--- config.mk ---
export PLATFORM = sky130hd
export DESIGN_NAME = t5_lsu
export DESIGN_NICKNAME = d
export VERILOG_FILES = /design/src/rtl/t5_pkg.sv /design/src/rtl/t5_lsu_align.sv /design/src/rtl/t5_lsu.sv
export SDC_FILE = /design/constraint.sdc
export NUM_CORES = 1
export LEC_CHECK = 0
export BUFFER_PORTS_ARGS = -buffer_cell sky130_fd_sc_hd__buf_4
export CORE_AREA = 2 2 128 130
export DETAILED_ROUTE_END_ITERATION = 10
export DIE_AREA = 0 0 130 132
export MAX_ROUTING_LAYER = met4
export PLACE_DENSITY = 0.82
export SLEW_MARGIN = 20
export SYNTH_ARGS = -nofsm -noshare
export SYNTH_HDL_FRONTEND = slang
export SYNTH_HIERARCHICAL = 1
export SYNTH_SLANG_ARGS = --single-unit
--- constraint.sdc ---
create_clock -name sclk -period 5.7 [get_ports sclk]
set_input_delay 1.14 -clock sclk [delete_from_list [all_inputs] [get_ports sclk]]
set_output_delay 1.14 -clock sclk [all_outputs]
set_load 0.005 [all_outputs]
--- src/rtl/t5_pkg.sv ---
// t5_pkg: constants shared by the t5 memory stage.
//   - Opcode values (instruction bits [6:2]) for LOAD / STORE and the
//     opcode presented downstream after reset.
//   - Funct3 access-size / extension encodings.
//   - LSU bus FSM state type.
package t5_pkg;

  localparam logic [4:0] OPC_LOAD  = 5'h00;
  localparam logic [4:0] OPC_STORE = 5'h08;
  localparam logic [4:0] OPC_RESET = 5'h0D;

  localparam logic [2:0] FN3_B  = 3'd0;
  localparam logic [2:0] FN3_H  = 3'd1;
  localparam logic [2:0] FN3_W  = 3'd2;
  localparam logic [2:0] FN3_BU = 3'd4;
  localparam logic [2:0] FN3_HU = 3'd5;

  typedef enum logic {
    LSU_IDLE = 1'b0,
    LSU_BUSY = 1'b1
  } lsu_state_e;

endpackage

--- src/rtl/t5_lsu_align.sv ---
// t5_lsu_align: combinational byte-lane / alignment / load-extension helper.
//   fn3   in  3   access funct3 (size in [1:0], unsigned in [2])
//   off   in  2   byte offset within the word
//   dat_i in  32  bus read data
//   sel   out 4   byte-lane select
//   mis   out 1   access is misaligned for its size
//   ldat  out 32  extracted, sign/zero-extended load data (0 for fn3 3/6/7)
module t5_lsu_align
  import t5_pkg::*;
(
  input  logic [2:0]  fn3,
  input  logic [1:0]  off,
  input  logic [31:0] dat_i,
  output logic [3:0]  sel,
  output logic        mis,
  output logic [31:0] ldat
);

  logic [31:0] lane;

  always_comb begin
    sel  = '0;
    mis  = 1'b0;
    ldat = '0;
    lane = dat_i >> {off, 3'b000};

    case (fn3[1:0])
      2'b00: sel = 4'b0001 << off;
      2'b01: begin
        sel = off[1] ? 4'b1100 : 4'b0011;
        mis = off[0];
      end
      2'b10: begin
        sel = '1;
        mis = (off != 2'b00);
      end
      default: sel = '0;
    endcase

    case (fn3)
      FN3_B:   ldat = {{24{lane[7]}}, lane[7:0]};
      FN3_H:   ldat = {{16{lane[15]}}, lane[15:0]};
      FN3_W:   ldat = lane;
      FN3_BU:  ldat = {24'h0, lane[7:0]};
      FN3_HU:  ldat = {16'h0, lane[15:0]};
      default: ldat = '0;
    endcase
  end

endmodule

--- src/rtl/t5_lsu.sv ---
// t5_lsu: memory stage. One single-beat stb/ack bus transaction per aligned
// LOAD/STORE, registered writeback to the next stage, stall to the enable
// generator.
//   sclk/srst        clock (rising) / async active-low reset
//   sena             global pipeline enable
//   xopc/xfn3        execute-stage opcode [6:2] / funct3
//   xbpc/xoff        effective word address / byte offset
//   xdat/malu        lane-replicated store data / non-memory result
//   dwb_*            data bus (stb/ack handshake)
//   mstall           stall request
//   mwb/mopc/mfn3    registered writeback, opcode, funct3
//   mmis             {load_misaligned, store_misaligned} pulse
//   mflt             bus watchdog fault pulse
// Optional: define T5_LSU_TIMEOUT_EN to enable the TMO-cycle bus watchdog;
// otherwise BUSY waits for ack indefinitely and mflt stays 0.
module t5_lsu
  import t5_pkg::*;
#(
  parameter int unsigned TMO = 16
) (
  input  logic        sclk,
  input  logic        srst,
  input  logic        sena,
  input  logic [4:0]  xopc,
  input  logic [2:0]  xfn3,
  input  logic [29:0] xbpc,
  input  logic [1:0]  xoff,
  input  logic [31:0] xdat,
  input  logic [31:0] malu,
  input  logic        dwb_ack_i,
  input  logic [31:0] dwb_dat_i,
  output logic        dwb_stb_o,
  output logic        dwb_we_o,
  output logic [29:0] dwb_adr_o,
  output logic [3:0]  dwb_sel_o,
  output logic [31:0] dwb_dat_o,
  output logic        mstall,
  output logic [31:0] mwb,
  output logic [4:0]  mopc,
  output logic [2:0]  mfn3,
  output logic [1:0]  mmis,
  output logic        mflt
);

  if (TMO < 2) begin : g_tmo_chk
    $error("t5_lsu: TMO must be at least 2");
  end

  lsu_state_e  state_q, state_d;
  logic        stb_q, stb_d, we_q, we_d;
  logic [29:0] adr_q, adr_d;
  logic [3:0]  sel_q, sel_d;
  logic [31:0] dat_q, dat_d;
  logic [31:0] mwb_q, mwb_d;
  logic [4:0]  mopc_q, mopc_d;
  logic [2:0]  mfn3_q, mfn3_d;
  logic [1:0]  mmis_q, mmis_d;
  logic        mflt_q, mflt_d;
  // Result of a transaction that finished while sena was low.
  logic        pend_q, pend_d;
  logic [31:0] pwb_q, pwb_d;
  logic        pflt_q, pflt_d;

  logic        is_load, is_store, is_mem;
  logic [3:0]  sel_w;
  logic        mis_w;
  logic [31:0] ldat_w;
  logic        tmo_hit;
  logic        upd;
  logic [31:0] nwb;
  logic [1:0]  nmis;
  logic        nflt;

  assign is_load  = (xopc == OPC_LOAD);
  assign is_store = (xopc == OPC_STORE);
  assign is_mem   = is_load | is_store;

  t5_lsu_align u_align (
    .fn3   (xfn3),
    .off   (xoff),
    .dat_i (dwb_dat_i),
    .sel   (sel_w),
    .mis   (mis_w),
    .ldat  (ldat_w)
  );

`ifdef T5_LSU_TIMEOUT_EN
  localparam int unsigned CW = (TMO > 2) ? $clog2(TMO) : 1;
  logic [CW-1:0] cnt_q, cnt_d;

  assign tmo_hit = (state_q == LSU_BUSY) && !dwb_ack_i && (cnt_q == CW'(TMO - 1));

  always_comb begin
    cnt_d = cnt_q;
    if (state_q == LSU_IDLE)
      cnt_d = '0;
    else if (!dwb_ack_i && !tmo_hit)
      cnt_d = cnt_q + CW'(1);
  end

  always_ff @(posedge sclk or negedge srst) begin
    if (!srst) cnt_q <= '0;
    else       cnt_q <= cnt_d;
  end
`else
  assign tmo_hit = 1'b0;
`endif

  always_comb begin
    state_d = state_q;
    stb_d   = stb_q;
    we_d    = we_q;
    adr_d   = adr_q;
    sel_d   = sel_q;
    dat_d   = dat_q;
    mwb_d   = mwb_q;
    mopc_d  = mopc_q;
    mfn3_d  = mfn3_q;
    mmis_d  = mmis_q;
    mflt_d  = mflt_q;
    pend_d  = pend_q;
    pwb_d   = pwb_q;
    pflt_d  = pflt_q;
    mstall  = 1'b0;
    upd     = 1'b0;
    nwb     = '0;
    nmis    = '0;
    nflt    = 1'b0;

    case (state_q)
      LSU_IDLE: begin
        // A buffered result is committed before any new request; the
        // upstream stage is still presenting the same memory instruction.
        if (pend_q) begin
          if (sena) begin
            upd    = 1'b1;
            nwb    = pwb_q;
            nflt   = pflt_q;
            pend_d = 1'b0;
          end
        end else if (sena && is_mem) begin
          if (mis_w) begin
            upd  = 1'b1;
            nmis = {is_load, is_store};
          end else begin
            mstall  = 1'b1;
            state_d = LSU_BUSY;
            stb_d   = 1'b1;
            we_d    = is_store;
            adr_d   = xbpc;
            sel_d   = sel_w;
            dat_d   = xdat;
          end
        end else if (sena) begin
          upd = 1'b1;
          nwb = malu;
        end
      end

      LSU_BUSY: begin
        if (dwb_ack_i || tmo_hit) begin
          state_d = LSU_IDLE;
          stb_d   = 1'b0;
          we_d    = 1'b0;
          nwb     = (dwb_ack_i && !we_q) ? ldat_w : '0;
          nflt    = !dwb_ack_i;
          if (sena) begin
            upd = 1'b1;
          end else begin
            pend_d = 1'b1;
            pwb_d  = nwb;
            pflt_d = nflt;
          end
        end else begin
          mstall = 1'b1;
        end
      end

      default: state_d = LSU_IDLE;
    endcase

    if (upd) begin
      mwb_d  = nwb;
      mopc_d = xopc;
      mfn3_d = xfn3;
      mmis_d = nmis;
      mflt_d = nflt;
    end
  end

  always_ff @(posedge sclk or negedge srst) begin
    if (!srst) begin
      state_q <= LSU_IDLE;
      stb_q   <= 1'b0;
      we_q    <= 1'b0;
      adr_q   <= '0;
      sel_q   <= '0;
      dat_q   <= '0;
      mwb_q   <= '0;
      mopc_q  <= OPC_RESET;
      mfn3_q  <= '0;
      mmis_q  <= '0;
      mflt_q  <= 1'b0;
      pend_q  <= 1'b0;
      pwb_q   <= '0;
      pflt_q  <= 1'b0;
    end else begin
      state_q <= state_d;
      stb_q   <= stb_d;
      we_q    <= we_d;
      adr_q   <= adr_d;
      sel_q   <= sel_d;
      dat_q   <= dat_d;
      mwb_q   <= mwb_d;
      mopc_q  <= mopc_d;
      mfn3_q  <= mfn3_d;
      mmis_q  <= mmis_d;
      mflt_q  <= mflt_d;
      pend_q  <= pend_d;
      pwb_q   <= pwb_d;
      pflt_q  <= pflt_d;
    end
  end

  assign dwb_stb_o = stb_q;
  assign dwb_we_o  = we_q;
  assign dwb_adr_o = adr_q;
  assign dwb_sel_o = sel_q;
  assign dwb_dat_o = dat_q;
  assign mwb       = mwb_q;
  assign mopc      = mopc_q;
  assign mfn3      = mfn3_q;
  assign mmis      = mmis_q;
  assign mflt      = mflt_q;

endmodule

Word-level counts from Yosys, hierarchy flattened:

Cells that the tools add are included.

* register bits after elaboration: 146
* latch bits: 0
* RAM bits: 0
* ROM bits: 0
* input port bits: 140
* logic and storage cells: 89
* memories: 0

* add/subtract/negate cells: 0
* multiply operators: 0
* divide/modulo/power cells: 0
* $lt $le $gt $ge: 0
* eq/ne operators: 12
* shift-type cells: 2
* mux-type cells: 44
* bitwise logic cells: 5
* reduce and logical (&&, ||, !) cells: 12

Operators with widths (number)
* $mux W32: 6
* $pmux W32 S5: 1
* $pmux W32 S2: 1
* $shr A32 B5 Y32: 1
* $mux W1: 23
* $pmux W1 S2: 7
* $pmux W4 S3: 1
* $ne A2 B2 Y1 const B: 5
* $mux W2: 4
* $reduce_and A4 Y1: 2
* $eq A3 B3 Y1 const B: 2
* $eq A5 B4 Y1 const B: 1
* $logic_not A5 Y1: 1
* $mux W4: 1
* $not A1 Y1: 4
* $shl A1 B2 Y4 const A: 1
* $eq A3 B1 Y1 const B: 1
* $eq A3 B2 Y1 const B: 1
* $logic_not A3 Y1: 1
* $reduce_and A3 Y1: 1
* $eq A2 B1 Y1 const B: 1
* $eq A2 B2 Y1 const B: 1
* $logic_and A1 B1 Y1: 2
* $logic_not A1 Y1: 2
* other kinds (4): 4

Logic depth before layout (Yosys ltp):

Gate-level depths: netlist (run 1).

* depth in word-level cells: 6
* mapped depth: 11
* mapped depth without buffers: 8

By module:

Netlist (run 1), hierarchy kept.

Modules (own cells, without submodules)
* t5_lsu: instances 1, cells each 476, area each 5868.1 um^2, seq. area each 3657.3 um^2
* t5_lsu_align: instances 1, cells each 148, area each 985.9 um^2, seq. area each 0.0 um^2

Worst setup path before layout (run 1):

OpenSTA, ideal clock, no wires.

* kind: in2out
* start point: input xoff[1]
* end point: output mstall
* arrival: 2809 ps
* required time: 4560 ps
* setup slack: 1751 ps
* stages: 8
* cell sequence: buf_4 > buf_2 > buf_2 > o21ai_0 > a21boi_0 > nor4_4 > buf_6 > nand2b_1

* word-level cells in the longest chain between the ends: 6

Ends and longest elaborated chain
* start: declaration: RTL line t5_lsu.sv:27 `input logic [1:0] xoff,`
* $reduce_bool A2 Y1: RTL line t5_lsu_align.sv:35 `mis = (off != 2'b00);`
* $pmux W1 S2: RTL line t5_lsu_align.sv:27 `case (fn3[1:0])`
* named net mis_w: RTL line t5_lsu.sv:66 `logic mis_w;`
* $mux W1: RTL line t5_lsu.sv:142 `if (mis_w) begin`
* $mux W1: RTL line t5_lsu.sv:141 `end else if (sena && is_mem) begin`
* $mux W1: RTL line t5_lsu.sv:134 `if (pend_q) begin`
* $pmux W1 S2: RTL line t5_lsu.sv:130 `case (state_q)`
* end: declaration: RTL line t5_lsu.sv:37 `output logic mstall,`

The timed path passes the listed nets, and every way through them passes these cells.

Worst setup path after layout (run 1):

* start point: input xfn3[1]
* end point: output mstall

* word-level cells in the longest chain between the ends: 6
* elaborated cells on any way between the ends: 7
* those cells by class: eq/ne (2); mux (5)

Ends and longest elaborated chain
* start: declaration: RTL line t5_lsu.sv:25 `input logic [2:0] xfn3,`
* $eq A2 B2 Y1 or $eq A2 B1 Y1 (tied branches): RTL line t5_lsu_align.sv:27
* $pmux W1 S2 (*): RTL line t5_lsu_align.sv:27
* named net mis_w: RTL line t5_lsu.sv:66
* $mux W1 (*): RTL line t5_lsu.sv:142
* $mux W1 (*): RTL line t5_lsu.sv:141
* $mux W1 (*): RTL line t5_lsu.sv:134
* $pmux W1 S2 (*): RTL line t5_lsu.sv:130

Mark *: on every way through the listed nets, which the timed path passes. The rest lies on a longest branch.

==> metrics.log, run 1 <==
INFO  metric die_h = 132 um
INFO  metric cts_resized = 0
INFO  metric dp_slack = 1.82 ns
INFO  metric post-synth-top-area-fraction = 52.2%
INFO  metric clock_tree_from_tritoncts = done
INFO  metric cp-start-kind = primary input
INFO  metric area_growth_syn_to_layout = 36.3%
INFO  metric post-cts-setup-buffers = 0
INFO  metric seq_power_share = 43.8%
INFO  metric yosysUniqueCellTypes = 41
INFO  metric synth.yosys.warnings = 6
INFO  metric clock_insertion_delay_worst_skew = 0.41 ns
INFO  metric synthesis.area = 0.00685 mm2
INFO  metric vias_per_cell = 5.42
INFO  metric netlist_top_cells_count = 143 x dfrtp_1, 110 x nand2_1, 78 x o21ai_0, 67 x mux2_2, 32 x a222oi_1
INFO  metric io_pins = 252
INFO  metric placedCellCount = ~1100
INFO  metric layout_worst_path_cycle_share = 68.4%
INFO  metric n_fill_cell = ~1300
INFO  metric synth.area.top_cells = dfrtp_1 52%, mux2_2 11%, nand2_1 6.0%
INFO  metric layout_setup_ws = around 1.8 ns
INFO  metric totalPowerFinal = 2.98 mW
INFO  metric count_of_flip_flops_with_a_built_in_enable_after_synthesis = 0
INFO  metric max-cap-violations = 0
INFO  metric setup-violations-final = 0
INFO  metric worst_ir_drop_on_vdd = 228 uV
INFO  metric start_util = 43.6%
INFO  metric dpl.hpwl = 14.5 mm
INFO  metric weighted_congestion_reported_at_the_end_of_routability_driven_placement = between 0.8 and 0.9
INFO  metric relSlewSlack = 30.9%
INFO  metric path_max_fanout = 7
INFO  metric timing_worst_setup_path_type = primary input to primary output
INFO  metric port-buffer-count = 251
INFO  metric via_count = 5875
INFO  metric instances_no_fill = around 1100
INFO  metric power.switching = 810 uW
INFO  metric layout.nets = between 900 and 1000
INFO  metric cp_slowest_cell = a21boi_0
INFO  metric final_core_utilization = 59.5%
INFO  metric drc = 0
INFO  metric cts_inserted_buffers = 17
INFO  metric grt_antenna_before_repair = 1
INFO  metric setup_total_negative_slack = 0 ns
INFO  metric clock-root-buffer = clkbuf_16
INFO  metric critical_path_arrival = 2.76 ns
INFO  metric critPathMostFrequentCell = buf_4
INFO  metric core = between 0.015 and 0.02 mm2
INFO  metric rows = 46
INFO  metric grt-ovfl-total = 0
INFO  metric run_status = completed
INFO  metric cts.htree.levels = 4
INFO  metric achievable-frequency = 0.256 GHz
INFO  metric power_share_of_the_clock_group = between 30% and 40%
INFO  metric async_flop_share = 100%
INFO  metric power.internal = 2.17 mW
INFO  metric max_slew.worst_pin.slew = 1.04 ns
INFO  metric die_width = 130 um
INFO  metric clkTransAtPathRegs = approximately 0.06 ns
INFO  metric worst_path_largest_cell_delay = 0.62 ns
INFO  metric finalClockSkew = 0.00535 ns
INFO  metric clockBufferDepth = 2
INFO  metric power_density = between 300 and 400 mW/mm2
INFO  metric residual_antenna_violating_net_count_after_detailed_routing = 0
INFO  metric path_cells = buf_4 -> inv_1 -> ha_1 -> nand2_1 -> a21boi_0 -> nor4_4 -> nand2b_1 -> buf_4
INFO  metric grt_pass1_vias = 6078
INFO  metric routed_wirelength = 20.1 mm
INFO  metric crit-reg2reg-launch = state_q$_DFF_PN0_
INFO  metric drt-pass1-iter-count = 6
INFO  metric finalHoldViolCount = 0
INFO  metric drtIter0Drc = 549
INFO  metric leakage_power_total = roughly 4.5 nW
INFO  metric cts-hold-fix-buffers = 0
INFO  metric post_drt_wl_per_cell = about 19 um
INFO  metric yosys.cell_count.top_type = dfrtp_1
INFO  metric synthesis.instances = 624
INFO  metric avgSynthCellArea = 11.0 um2
INFO  metric cts_sinks = 146
INFO  metric power_switching_share = 27.2%
INFO  metric maximum_number_of_pins_on_one_net_before_global_route_repair = about 110
INFO  metric final.min_clock_period = around 4 ns
INFO  metric cp.required = 4.56 ns
INFO  metric postSynth.topFlopCell = dfrtp_1
INFO  metric first_pass_grt_wire_length = 31.7 mm
INFO  metric final_max_slew_viol_count = 0
INFO  metric gr-usage-all-layers = 24.7%
INFO  metric postSynthNetCount = 768
INFO  metric synth.largest_area_cell = dfrtp_1
INFO  metric synth_seq_area_share = 53.4%
INFO  metric ys_ff_latch = 146
INFO  metric unrepaired_setup_endpoints_after_global_routing = false
INFO  metric crit_start = xfn3[1]
INFO  metric hp-class = flop to flop
INFO  metric endpoint_kind = primary output
INFO  metric ratio_of_cells_with_drive_above_1_in_the_final_layout = roughly 44%
INFO  metric power_frac_comb = 22.2%
INFO  metric worst_hold_startpoint = mwb[19]$_DFFE_PN0P_
INFO  metric fp.dieArea = 0.0172 mm2
==> per-layer routing <==
metal	wire, um	global-route usage (%)	vias up	part of all wire [%]
li1	-	-	2711	-
met4	362	6.81	0	1.8
met5	0	-	-	0
met2	10100	40.2	288	50
met1	8040	30.2	2850	40
met3	1650	6.94	26	8.2
==> power by group through the flow <==
stage               registers [mW]  clock network [mW]  logic [mW]
CTS                           1.31                1.03       0.668
global placement              1.31                   0       0.652
detailed placement            1.32                   0       0.667
global route                  1.33                1.08       0.718
floorplan                     1.32                   0       0.239
finish                        1.31                1.01       0.661
==> logic make-up after synthesis <==
family,Yosys count,share of synthesized area [%]
adder cells (fa/ha/maj),4,0.730
buffers and inverters,69,5.20
multiplexers,84,13.7
flip-flops,146,53.4
AND/OR/NAND/NOR,159,10.6
AO/OA/AOI/OAI,162,16.4
==> layout make-up <==
cell class / count / area, um2 / area share [%]
Timing Repair Buffer: 259 / 1950 / 20.9
Clock buffer: 20 / 447 / 4.78
Inverter: 21 / 78.8 / 0.844
Clock inverter: 12 / 83.8 / 0.897
Antenna cell: 1 / 2.50 / 0.0268
Tap cell: 216 / 270 / 2.89
Sequential cell: 146 / 3660 / 39.1
Multi-Input combinational cell: 409 / 2850 / 30.5
==> state kept, by name, indices dropped and copies added (netlist names), 2 cells and up <==
| signal | cells |
|---|---|
| mopc | 5 |
| dwb_dat_o | 32 |
| dwb_adr_o | 30 |
| dwb_sel_o | 4 |
| mmis | 2 |
| mwb | 32 |
| mfn3 | 3 |
| pwb_q | 32 |
==> metrics by stage <==
stage                     cell area [um2]  hold WS (ns)
after floorplan                      6850         0.450
after global placement               8810         0.462
after detailed placement             8810         0.471
after CTS                            9340         0.484
after global routing                 9340         0.501
final                                9340         0.478
==> critical path, delay by kind of cell <==
family	cells	cell delay, ns
compound gates	1	0.62
simple gates	3	0.39
buf+inv	3	0.34
fa+ha+maj	1	0.26
==> layout by cell type, fill, tap and decap left out, types with 5 or more instances in the layout <==
cell type and n:
a31o_2 7, clkinvlp_4 5, mux2i_1 9, o211ai_1 7, a222oi_1 32, clkbuf_16 17, inv_1 21, mux2_1 6
nor2b_1 5, o21ai_0 78, nor3_1 9, nand2b_1 5, a21oi_1 11, nand3_1 9, dfrtp_1 143, buf_4 258
a211oi_1 15, and2b_1 5, nand2_1 110, mux2_2 67
==> worst paths after layout <==
kind,slack (ns),cells past startpoint,endpoint
max in group asynchronous,3.81,2,mwb[5]$_DFFE_PN0P_
setup reg to reg,3.51,4,dwb_adr_o[18]$_DFFE_PN0P_
min in group asynchronous,0.83,1,dwb_dat_o[13]$_DFFE_PN0P_
hold reg to reg,0.48,2,mwb[19]$_DFFE_PN0P_
hold / removal,0.48,2,mwb[19]$_DFFE_PN0P_
setup / recovery,1.80,8,mstall
(Power assumes the default switching activity.)
==> run 2, diff against run 1 <==
- PLACE_DENSITY: 0.82 -> 0.85
- clock period: 5.7 -> 3.2 ns (I/O delays scaled with it)
==> metrics.log, run 2 (same netlist as run 1, synthesis figures left out) <==
INFO  metric run_status = completed
INFO  metric grt_antenna_before_repair = 1 (unchanged)
INFO  metric cts_inserted_buffers = 17 (unchanged)
INFO  metric relSlewSlack = 51.3% (+20 points)
INFO  metric commonest_non_fill_non_tap_cells_in_the_layout = 264 x buf_4, 143 x dfrtp_1, 110 x nand2_1
INFO  metric hp-class = primary input to async pin
INFO  metric placedCellCount = 1060 (+0.86%)
INFO  metric final.min_clock_period = 2.71 ns
INFO  metric start_util = 43.6% (unchanged)
INFO  metric cts-hold-fix-buffers = 0 (unchanged)
INFO  metric port-buffer-count = 251 (unchanged)
INFO  metric cp.required = 2.56 ns (-2.00 ns)
INFO  metric timing_worst_setup_path_type = primary input to primary output
INFO  metric layout.nets = 1007 (+0.90%)
INFO  metric power.switching = 1.45 mW (+79%)
INFO  metric multiInputGateArea = 0.00285 mm2 (unchanged)
INFO  metric die_width = 130 um (unchanged)
INFO  metric achievable-frequency = 0.369 GHz
INFO  metric io_pins = 252 (unchanged)
INFO  metric drt-pass1-iter-count = 8 (+2)
INFO  metric power_switching_share = 26.3% (-0.91 points)
INFO  metric post_drt_wl_per_cell = 18.6 um (+0.23%)
INFO  metric die_h = 132 um (unchanged)
INFO  metric gr-usage-all-layers = 24.8% (+0.027 points)
INFO  metric fp.dieArea = 0.0172 mm2 (unchanged)
INFO  metric dp_slack = 0.364 ns (-1.46 ns)
INFO  metric cp-start-kind = primary input
INFO  metric instances_no_fill = 1093 (+0.83%)
INFO  metric finalHoldViolCount = 0 (unchanged)
INFO  metric critical_path_arrival = 2.07 ns (-0.69 ns)
INFO  metric rows = 46 (unchanged)
INFO  metric power_share_of_the_clock_group = 36.3% (+2.3 points)
INFO  metric final_max_slew_viol_count = 0 (unchanged)
INFO  metric routed_wirelength = 20.4 mm (+1.1%)
INFO  metric drc = 0 (unchanged)
INFO  metric seq_power_share = 42.2% (-1.6 points)
INFO  metric cts_sinks = 146 (unchanged)
INFO  metric clock-root-buffer = clkbuf_16
INFO  metric clkTransAtPathRegs = 0.06 ns (about the same)
INFO  metric first_pass_grt_wire_length = 31.3 mm (-1.0%)
INFO  metric max_slew.worst_pin.slew = 0.731 ns (-0.306 ns)
INFO  metric unrepaired_setup_endpoints_after_global_routing = false
INFO  metric layout_setup_ws = 0.489 ns (-1.31 ns)
INFO  metric power.internal = 4.06 mW (+87%)
INFO  metric area_growth_syn_to_layout = 38.9%
INFO  metric weighted_congestion_reported_at_the_end_of_routability_driven_placement = 0.843 (+0.23%)
INFO  metric cts_resized = 0 (unchanged)
INFO  metric clockBufferDepth = 2 (unchanged)
INFO  metric n_fill_cell = 1332 (+1.4%)
INFO  metric max-cap-violations = 0 (unchanged)
INFO  metric path_max_fanout = 6 (-1)
INFO  metric clock_insertion_delay_worst_skew = 0.42 ns (about the same)
INFO  metric sequential_cell_area = 0.00366 mm2 (unchanged)
INFO  metric residual_antenna_violating_net_count_after_detailed_routing = 0 (unchanged)
INFO  metric vias_per_cell = 5.42 (about the same)
INFO  metric core = 0.0157 mm2 (unchanged)
INFO  metric grt_pass1_vias = 5981 (-1.6%)
INFO  metric ratio_of_cells_with_drive_above_1_in_the_final_layout = 45.0% (+0.80 points)
INFO  metric setup_total_negative_slack = 0 ns (unchanged)
INFO  metric dpl.hpwl = 14.8 mm (+2.0%)
INFO  metric leakage_power_total = 4.57 nW (+2.1%)
INFO  metric layout.cells.most_common = buf_4
INFO  metric via_count = 5925 (+0.85%)
INFO  metric power_density = 579 mW/mm2 (+82%)
INFO  metric clock_tree_from_tritoncts = done
INFO  metric drtIter0Drc = 575 (+4.7%)
INFO  metric setup-violations-final = 0 (unchanged)
INFO  metric power_frac_comb = 21.5% (-0.7 points)
INFO  metric cts.htree.levels = 4 (unchanged)
INFO  metric endpoint_kind = primary output
INFO  metric totalPowerFinal = 5.51 mW (+85%)
INFO  metric finalClockSkew = 0.00730 ns (+0.00195 ns)
INFO  metric grt-ovfl-total = 0 (unchanged)
INFO  metric final_layout_worst_hold_slack = 0.237 ns (-0.241 ns)
INFO  metric post-cts-setup-buffers = 0 (unchanged)
INFO  metric layout_worst_path_cycle_share = 84.7%
INFO  metric maximum_number_of_pins_on_one_net_before_global_route_repair = 76 (-30%)
INFO  metric worst_ir_drop_on_vdd = 399 uV (+75%)
-- run 2: worst paths after layout --
check	startpoint	end	slack, ns	cells after the start
worst min register to register	mwb[5]$_DFFE_PN0P_	mwb[5]$_DFFE_PN0P_	0.48	2
worst min-delay path	srst	mwb[18]$_DFFE_PN0P_	0.24	1
worst max-delay path	xfn3[0]	mstall	0.49	9
max in group asynchronous	srst	mopc[2]$_DFFE_PN1P_	2.14	2
min in group sclk	xdat[14]	dwb_dat_o[14]$_DFFE_PN0P_	0.43	2
worst max register to register	state_q$_DFF_PN0_	dwb_adr_o[7]$_DFFE_PN0P_	1.27	4
-- run 2: routing by layer --
metal / vias up / GRT usage, % / wire length, um
li1: 2741 / - / -
met1: 2819 / 29.3 / 7770
met2: 333 / 39.9 / 10200
met3: 32 / 7.55 / 1910
met4: 0 / 8.66 / 510
met5: - / - / 0
-- run 2: area by class of cell --
type                       instances  area share, %
antenna                            1         0.0263
clock buffer                      19           4.76
clock inverter                    13           1.58
inverter                          21          0.828
multi-input combinational        409           30.0
sequential                       146           38.4
tap                              216           2.84
timing repair buffer             268           21.6
-- run 2: power by group through the flow --
stage	Clock, mW	Sequential, mW	Combinational (mW)
final	2.00	2.33	1.19
after global routing	2.13	2.37	1.29
after CTS	2.04	2.33	1.21
after detailed placement	0	2.35	1.20
after global placement	0	2.34	1.17
after floorplan	0	2.36	0.425
-- run 2: worst max-delay path, cell delays in order --
cell	delay [ns]
buf_4	0.10
inv_1	0.05
ha_1	0.25
o21ai_0	0.09
a21boi_0	0.12
buf_4	0.17
nor4_4	0.34
nand2b_1	0.18
buf_4	0.13
-- run 2: stage by stage --
| stage | utilization [%] | instance area, um2 |
|---|---|---|
| after global placement | 56.7 | 8910 |
| after global routing | 60.6 | 9520 |
| after CTS | 60.6 | 9520 |
| after floorplan | - | 6850 |
| after detailed placement | 56.7 | 8910 |
| final | 60.6 | 9520 |
